$ cat src/rtl/wb_port_arbiter_if.sv
// Bundle of the two write requesters (P pipeline, L long-latency unit) and the
// register-file write port. The fwd_* bypass signals exist only with WB_FWD_EN.
interface wb_port_arbiter_if;
  // P: pipeline write-back requester
  logic        p_valid;
  logic        p_ready;
  logic [1:0]  p_sel;
  logic [31:0] p_pc;
  logic [31:0] p_alu;
  logic [31:0] p_mem;
  logic [31:0] p_imm;
  logic [4:0]  p_rd;
  // L: long-latency requester
  logic        l_valid;
  logic        l_ready;
  logic [31:0] l_data;
  logic [4:0]  l_rd;
  // Register-file write port
  logic        rf_we;
  logic [4:0]  rf_rd;
  logic [31:0] rf_wdata;
`ifdef WB_FWD_EN
  logic        fwd_valid;
  logic [4:0]  fwd_rd;
  logic [31:0] fwd_data;
`endif

  modport slave (
    input  p_valid, p_sel, p_pc, p_alu, p_mem, p_imm, p_rd,
    input  l_valid, l_data, l_rd,
`ifdef WB_FWD_EN
    output fwd_valid, fwd_rd, fwd_data,
`endif
    output p_ready, l_ready, rf_we, rf_rd, rf_wdata
  );

  modport master (
    output p_valid, p_sel, p_pc, p_alu, p_mem, p_imm, p_rd,
    output l_valid, l_data, l_rd,
`ifdef WB_FWD_EN
    input  fwd_valid, fwd_rd, fwd_data,
`endif
    input  p_ready, l_ready, rf_we, rf_rd, rf_wdata
  );
endinterface

$ cat src/rtl/wb_port_arbiter.sv
// Register-file write-port arbiter: P has default priority, L is protected from
// starvation (forced grant after MAX_WAIT cycles) and WAW reordering. Define WB_FWD_EN for fwd_* bypass outputs.
module wb_port_arbiter #(
  parameter int unsigned MAX_WAIT = 4  // legal range 1..15
) (
  input  logic               clk_i,
  input  logic               rst_i,
  wb_port_arbiter_if.slave   bus
);

  typedef enum logic {NORMAL, FORCE_L} state_e;

  localparam logic [3:0] WAIT_MAX  = 4'(MAX_WAIT);
  localparam logic [3:0] FORCE_AT  = 4'(MAX_WAIT - 1);

  state_e      state_q, state_d;
  logic [3:0]  wait_cnt_q, wait_cnt_d;
  logic        rf_we_q, rf_we_d;
  logic [4:0]  rf_rd_q, rf_rd_d;
  logic [31:0] rf_wdata_q, rf_wdata_d;
  logic        p_grant, l_grant;
  logic [31:0] p_data;

  always_comb begin
    unique case (bus.p_sel)
      2'd0: p_data = bus.p_pc;
      2'd1: p_data = bus.p_alu;
      2'd2: p_data = bus.p_mem;
      2'd3: p_data = bus.p_imm;
    endcase
  end

  // NOTE: every signal gets a default first so no path leaves it unassigned (no latches).
  always_comb begin
    state_d    = state_q;
    wait_cnt_d = wait_cnt_q;
    p_grant    = 1'b0;
    l_grant    = 1'b0;
    rf_we_d    = 1'b0;
    rf_rd_d    = rf_rd_q;
    rf_wdata_d = rf_wdata_q;

    // Nothing is accepted while in reset; requesters re-present afterwards.
    if (!rst_i) begin
      if (state_q == FORCE_L && bus.l_valid) begin
        l_grant = 1'b1;
      end else if (bus.l_valid && bus.p_valid &&
                   bus.l_rd == bus.p_rd && bus.l_rd != 5'd0) begin
        l_grant = 1'b1;  // L issued earlier: let it land first
      end else if (bus.p_valid) begin
        p_grant = 1'b1;
      end else if (bus.l_valid) begin
        l_grant = 1'b1;
      end
    end

    if (l_grant || !bus.l_valid) begin
      wait_cnt_d = 4'd0;
    end else if (wait_cnt_q < WAIT_MAX) begin
      wait_cnt_d = wait_cnt_q + 4'd1;
    end

    unique case (state_q)
      NORMAL:  if (bus.l_valid && !l_grant && wait_cnt_q == FORCE_AT) state_d = FORCE_L;
      FORCE_L: if (l_grant || !bus.l_valid) state_d = NORMAL;
    endcase

    if (p_grant) begin
      rf_we_d    = (bus.p_rd != 5'd0);
      rf_rd_d    = bus.p_rd;
      rf_wdata_d = p_data;
    end else if (l_grant) begin
      rf_we_d    = (bus.l_rd != 5'd0);
      rf_rd_d    = bus.l_rd;
      rf_wdata_d = bus.l_data;
    end
  end

  // NOTE: sequential state uses non-blocking assignments so all registers update together.
  always_ff @(posedge clk_i) begin
    if (rst_i) begin
      state_q    <= NORMAL;
      wait_cnt_q <= 4'd0;
      rf_we_q    <= 1'b0;
      rf_rd_q    <= 5'd0;
      rf_wdata_q <= 32'd0;
    end else begin
      state_q    <= state_d;
      wait_cnt_q <= wait_cnt_d;
      rf_we_q    <= rf_we_d;
      rf_rd_q    <= rf_rd_d;
      rf_wdata_q <= rf_wdata_d;
    end
  end

  assign bus.p_ready  = p_grant;
  assign bus.l_ready  = l_grant;
  assign bus.rf_we    = rf_we_q;
  assign bus.rf_rd    = rf_rd_q;
  assign bus.rf_wdata = rf_wdata_q;

`ifdef WB_FWD_EN
  assign bus.fwd_valid = rf_we_q;
  assign bus.fwd_rd    = rf_rd_q;
  assign bus.fwd_data  = rf_wdata_q;
`endif

endmodule
$ cat src/flat_wrapper.sv
// flat-port wrapper written by rule: the top's interface ports become plain ports
module wb_port_arbiter_flat 
#(
  parameter int unsigned MAX_WAIT = 4                      
)
  (clk_i, rst_i, bus_p_valid, bus_p_sel, bus_p_pc, bus_p_alu, bus_p_mem, bus_p_imm, bus_p_rd, bus_l_valid, bus_l_data, bus_l_rd, bus_p_ready, bus_l_ready, bus_rf_we, bus_rf_rd, bus_rf_wdata);
  wb_port_arbiter_if bus_i ();
  input  logic clk_i;
  input  logic rst_i;
  input wire logic [$bits(bus_i.p_valid)-1:0] bus_p_valid;
  input wire logic [$bits(bus_i.p_sel)-1:0] bus_p_sel;
  input wire logic [$bits(bus_i.p_pc)-1:0] bus_p_pc;
  input wire logic [$bits(bus_i.p_alu)-1:0] bus_p_alu;
  input wire logic [$bits(bus_i.p_mem)-1:0] bus_p_mem;
  input wire logic [$bits(bus_i.p_imm)-1:0] bus_p_imm;
  input wire logic [$bits(bus_i.p_rd)-1:0] bus_p_rd;
  input wire logic [$bits(bus_i.l_valid)-1:0] bus_l_valid;
  input wire logic [$bits(bus_i.l_data)-1:0] bus_l_data;
  input wire logic [$bits(bus_i.l_rd)-1:0] bus_l_rd;
  output wire logic [$bits(bus_i.p_ready)-1:0] bus_p_ready;
  output wire logic [$bits(bus_i.l_ready)-1:0] bus_l_ready;
  output wire logic [$bits(bus_i.rf_we)-1:0] bus_rf_we;
  output wire logic [$bits(bus_i.rf_rd)-1:0] bus_rf_rd;
  output wire logic [$bits(bus_i.rf_wdata)-1:0] bus_rf_wdata;
  assign bus_i.p_valid = bus_p_valid;
  assign bus_i.p_sel = bus_p_sel;
  assign bus_i.p_pc = bus_p_pc;
  assign bus_i.p_alu = bus_p_alu;
  assign bus_i.p_mem = bus_p_mem;
  assign bus_i.p_imm = bus_p_imm;
  assign bus_i.p_rd = bus_p_rd;
  assign bus_i.l_valid = bus_l_valid;
  assign bus_i.l_data = bus_l_data;
  assign bus_i.l_rd = bus_l_rd;
  assign bus_p_ready = bus_i.p_ready;
  assign bus_l_ready = bus_i.l_ready;
  assign bus_rf_we = bus_i.rf_we;
  assign bus_rf_rd = bus_i.rf_rd;
  assign bus_rf_wdata = bus_i.rf_wdata;
  wb_port_arbiter #(.MAX_WAIT(MAX_WAIT)) u_core (.clk_i(clk_i), .rst_i(rst_i), .bus(bus_i));
endmodule
$ cat config.mk
export PLATFORM = sky130hd
export DESIGN_NAME = wb_port_arbiter_flat
export DESIGN_NICKNAME = d
export VERILOG_FILES = /design/src/rtl/wb_port_arbiter_if.sv /design/src/rtl/wb_port_arbiter.sv /design/src/flat_wrapper.sv
export SDC_FILE = /design/constraint.sdc
export NUM_CORES = 1
export LEC_CHECK = 0
export ABC_AREA = 1
export CAP_MARGIN = 5
export CORE_MARGIN = 2
export CORE_UTILIZATION = 40
export DETAILED_ROUTE_END_ITERATION = 8
export PLACE_DENSITY_LB_ADDON = 0.2
export SYNTH_ARGS = -nofsm -noshare
export SYNTH_HDL_FRONTEND = slang
export SYNTH_SLANG_ARGS = --single-unit
$ cat constraint.sdc
create_clock -name clk_i -period 3.2 [get_ports clk_i]
set_input_delay 0.48 -clock clk_i [delete_from_list [all_inputs] [get_ports clk_i]]
set_output_delay 0.48 -clock clk_i [all_outputs]
set_load 0.05 [all_outputs]
# ---- Yosys cells after proc, flatten, opt, wreduce, memory -nomap -nowiden
# Cells that the tools add are included.
dict set report op_classes {
  n_bitwise 1
  n_lt_le_gt_ge 1
  reduce_logical 14
  muxes 19
  eq_ne 5
  add_sub_neg 1
}
# cell n
set op_table {}
lappend op_table {{$pmux W32 S4} 1}
lappend op_table {{$mux W32} 2}
lappend op_table {{$mux W1} 13}
lappend op_table {{$mux W5} 2}
lappend op_table {{$reduce_bool A5 Y1} 2}
lappend op_table {{$logic_and A1 B1 Y1} 6}
lappend op_table {{$eq A5 B5 Y1} 1}
lappend op_table {{$add A4 B1 Y4 const B} 1}
lappend op_table {{$eq A2 B2 Y1 const B} 2}
lappend op_table {{$eq A4 B2 Y1 const B} 1}
lappend op_table {{$lt A4 B3 Y1 const B} 1}
lappend op_table {{$eq A2 B1 Y1 const B} 1}
lappend op_table {{$logic_not A1 Y1} 2}
lappend op_table {{$logic_not A2 Y1} 1}
lappend op_table {{$pmux W1 S2} 1}
lappend op_table {{$reduce_bool A2 Y1} 1}
lappend op_table {{$reduce_or A2 Y1} 1}
lappend op_table {{$logic_or A1 B1 Y1} 1}
lappend op_table {{$not A1 Y1} 1}
dict set report totals {
  inputBits 176
  out_inout_bits 40
  regBits 43
}

# ---- Longest topological paths before layout
dict set report logic_depth {
  ltp_word 11
  mapped_depth 14
  mapped_depth_nobuf 12
}

# ---- Worst setup path after synthesis
# No wires, ideal clock.
dict set report synth_path {
  kind {input to output}
  startpoint {in bus_p_rd[2]}
  endpoint {out bus_l_ready}
  path_stages 10
  path_buffers 1
  arrival_ps 1510
  slack_ps 1210
  path_cell_list {inv_1 -> nand2_1 -> nand2_1 -> nand2_1 -> nor2_1 -> nand2_1 -> nand2_1 -> nand2_1 -> buf_2 -> inv_1}
}
dict set report synth_between {
  elab_chain_len 6
}
# element line_no
set synth_lines {}
lappend synth_lines {{start: declaration} flat_wrapper.sv:16} ;# input wire logic [$bits(bus_i.p_rd)-1:0] bus_p_rd;
lappend synth_lines {{$eq A5 B5 Y1} wb_port_arbiter.sv:48} ;# bus.l_rd == bus.p_rd && bus.l_rd != 5'd0) begin
lappend synth_lines {{$logic_and A1 B1 Y1} wb_port_arbiter.sv:47} ;# end else if (bus.l_valid && bus.p_valid &&
lappend synth_lines {{$logic_and A1 B1 Y1} wb_port_arbiter.sv:48}
lappend synth_lines {{$mux W1} wb_port_arbiter.sv:47}
lappend synth_lines {{$mux W1} wb_port_arbiter.sv:45} ;# if (state_q == FORCE_L && bus.l_valid) begin
lappend synth_lines {{$mux W1} wb_port_arbiter.sv:44} ;# if (!rst_i) begin
lappend synth_lines {{end: declaration} flat_wrapper.sv:21} ;# output wire logic [$bits(bus_i.l_ready)-1:0] bus_l_ready;
# Every way passes these cells.

# ---- Worst setup path after layout
dict set report layout_path {
  startpoint {in bus_l_rd[1]}
  endpoint {out bus_l_ready}
}
dict set report layout_between {
  elab_chain_len 6
  elab_cells_between_ends 7
  cone_classes {1 x eq/ne; 3 x mux; 3 x reduce/logical}
}
# element line_no
set layout_lines {}
lappend layout_lines {{start: declaration} flat_wrapper.sv:19} ;# input wire logic [$bits(bus_i.l_rd)-1:0] bus_l_rd;
lappend layout_lines {{$eq A5 B5 Y1} wb_port_arbiter.sv:48}
lappend layout_lines {{$logic_and A1 B1 Y1} wb_port_arbiter.sv:47}
lappend layout_lines {{$logic_and A1 B1 Y1 (*)} wb_port_arbiter.sv:48}
lappend layout_lines {{$mux W1 (*)} wb_port_arbiter.sv:47}
lappend layout_lines {{$mux W1 (*)} wb_port_arbiter.sv:45}
lappend layout_lines {{$mux W1 (*)} wb_port_arbiter.sv:44}
# Every way passes the cells marked *; elsewhere a longest branch is shown, timed or not.

==> results.yml <==
layout:
  nets: 995
  mostFrequentLayoutCell: "nand2_1"
  final_util: 0.7163
  stdcell_area_sq_um: 5593
  num_antenna_cells: 0
  layout_common_cells: "nand2_1, clkdlybuf4s50_1, nor2_1"
  area_growth_pct: 71.66
  fillCellCount: 679
  drive_above_1_share: 0.03541
sta:
  finalSetupTns_ns: 0
  maxSlewViolCount: 0
  hold_viol_final: 0
  period_minus_slack_ns: 2.439
  setup_viol: 0
  skew_ns: 0.009476
  period_share: 0.7621
  clock.fmax_ghz: 0.4100
  worst_pin_slew_ns: 0.5507
  rsz0062_at_grt: "no"
  slew_headroom: 0.6317
floorplan:
  dieHeight_microns: 94.25
  num_io_pins: 216
  core_sq_um: 7807
  die_area_sq_um: 8883
  die_w_microns: 94.25
  row_count: 32
  start_util: 0.4173
synthesis:
  synth_warnings: 0
  synth_nets: 798
  syn_area_sq_um: 3258
  avgSynthCellArea_sq_um: 5.247
  synthCells: 621
  ys_types: 18
  yosysSeqAreaShare: 0.2642
  synth.ff_latch_count: 43
power_and_ir_drop:
  power.total_w: 0.001829
  peakVddDrop_uv: 260.6
  p_leak_nw: 2.612
  power.density_nw_per_um2: 327.0
worst_setup_path:
  crit_path_end_kind: "primary output"
  critical_path_arrival_ns: 1.96
  required_ns: 2.72
  r2r_slack_ns: 1.49
  cp_max_fo: 4
  critical-path-top-delay-family: "buffers and inverters"
  path_buf_inv: 5
  cp_common_cell: "nand2_1"
  slowest_stage: "clkdlybuf4s50_1"
  max_stage_delay_ns: 0.53
  worstSetupPathType: "in2out"
  cp_cell_sequence: "clkdlybuf4s50_1 -> inv_1 -> nand2_1 -> nand2_1 -> inv_1 -> nand2_1 -> nor2_1 -> nand2_1 -> nand2_1 -> nand2_1 -> inv_1 -> buf_12"
  start_kind: "input pin"
job:
  max_cap_viol_count: 0
placed_design:
  globalplace.congestion: 0.8692
  postPlaceCellArea_sq_um: 5475
  hpwl_microns: 9527
  port_buffers: 215
clock_network:
  cts_buffer_depth: 2
  cts_htree_levels: 2
  ctsHoldBuffers: 0
  numClockSinks: 43
  cts_tree: "yes"
  root_buffer: "clkbuf_8"
  numCtsBuffers: 5
  cts_resized: 0
  cts_setup_buffers: 0
  clock_latency_ns: 0.29
  path_clk_slew_ns: 0.08
detailed_routing:
  num_vias: 4527
  routed_wl_microns: 12520
  first_iter_violations: 212
  avgRoutedWirePerCell_microns: 13.59
  drcViolationCount: 0
  vias_per_cell: 4.915
  dr.pass1.iters: 5
  ant_nets: 0
global_routing:
  grt_pass1_vias: 4281
  grt_pass1_wl_microns: 19740
  antenna_found_initial: 0
  grt_max_degree: 60
  track_usage: 0.2772
  overflow: 0
run_status:
  status: "finished, final reports clean"
worst_hold_path:
  worstHoldPathType: "reg2reg"
stage by stage:
stage | hold slack, ns | std cells | setup WS [ns]
after floorplan | 0.4397 | 621 | 1.210
after global placement | 0.4477 | 913 | 0.6736
after detailed placement | 0.4763 | 913 | 0.6687
after CTS | 0.4890 | 921 | 0.7744
after global routing | 0.5262 | 921 | 0.6167
final | 0.4950 | 921 | 0.7612
worst paths after layout:
path,startpoint,to,cells after the start
min reg2reg,u_core.wait_cnt_q[3],u_core.wait_cnt_q[3],2
min,u_core.wait_cnt_q[3],u_core.wait_cnt_q[3],2
max reg2reg,u_core.state_q,u_core.bus.rf_wdata[27],8
max,bus_l_rd[1],bus_l_ready,12
cell families (layout without fill, tap and decap cells):
group | count (synthesis) | in the layout | synth area share
simple gates | 474 | 474 | 0.5883
fa+ha+maj | 1 | 1 | 0.003840
compound gates | 9 | 9 | 0.01728
buf+inv | 93 | 291 | 0.1237
flops | 43 | 43 | 0.2642
xor+xnor | 1 | 1 | 0.002689
state kept, by name, summed over array words and instances, names as in the netlist:
signal and count:
u_core.bus.rf_we 1, u_core.bus.rf_rd 5, u_core.state_q 1, u_core.wait_cnt_q 4
u_core.bus.rf_wdata 32
final cells by class:
| cell class | count | area, sq um | share of cell area |
|---|---|---|---|
| repair buffers | 225 | 2260 | 0.4040 |
| multi-input cells | 485 | 2009 | 0.3593 |
| inverters | 58 | 217.7 | 0.03893 |
| clock buffers | 6 | 82.58 | 0.01477 |
| well taps | 102 | 127.6 | 0.02282 |
| flip-flops and latches | 43 | 860.8 | 0.1539 |
| clock inverters | 2 | 35.03 | 0.006264 |
report_power, final:
group	leakage [nW]	total [W]	switching, W	internal [W]
Sequential	0.355	0.000603	0.0000237	0.000579
Combinational	2.20	0.000787	0.000417	0.000370
Clock	0.0612	0.000439	0.000186	0.000253
Total	2.61	0.00183	0.000626	0.00120
cell usage after synthesis:
cell type | n | area (sq um)
a21oi_1 | 4 | 20.02
a21oi_4 | 1 | 16.27
buf_1 | 1 | 3.750
buf_2 | 10 | 50.05
buf_4 | 5 | 37.54
buf_6 | 3 | 33.78
clkbuf_1 | 16 | 60.06
dfxtp_1 | 43 | 860.8
ha_1 | 1 | 12.51
inv_1 | 55 | 206.5
inv_2 | 3 | 11.26
nand2_1 | 310 | 1164
nand3_1 | 40 | 200.2
nand4_1 | 34 | 212.7
nor2_1 | 89 | 334.1
nor2_2 | 1 | 6.260
o21ai_0 | 4 | 20.02
xnor2_1 | 1 | 8.760
worst reg2reg max path: stages, from the launching register on:
cell and delay (ns):
dfxtp_1 0.34, nand2_1 0.07, nand3_1 0.13, nor2_4 0.39, buf_4 0.39, nand2_1 0.11, nand2_1 0.09, nor2_1 0.05
nor2_1 0.09
routing by layer:
layer	track usage	vias to the layer above	wire [microns]
met5	0	-	0
met4	0.09420	0	291
met3	0.05698	18	1318
met2	0.5083	229	6185
met1	0.3167	1991	4721
li1	-	2289	-
(Power assumes the default switching activity.)
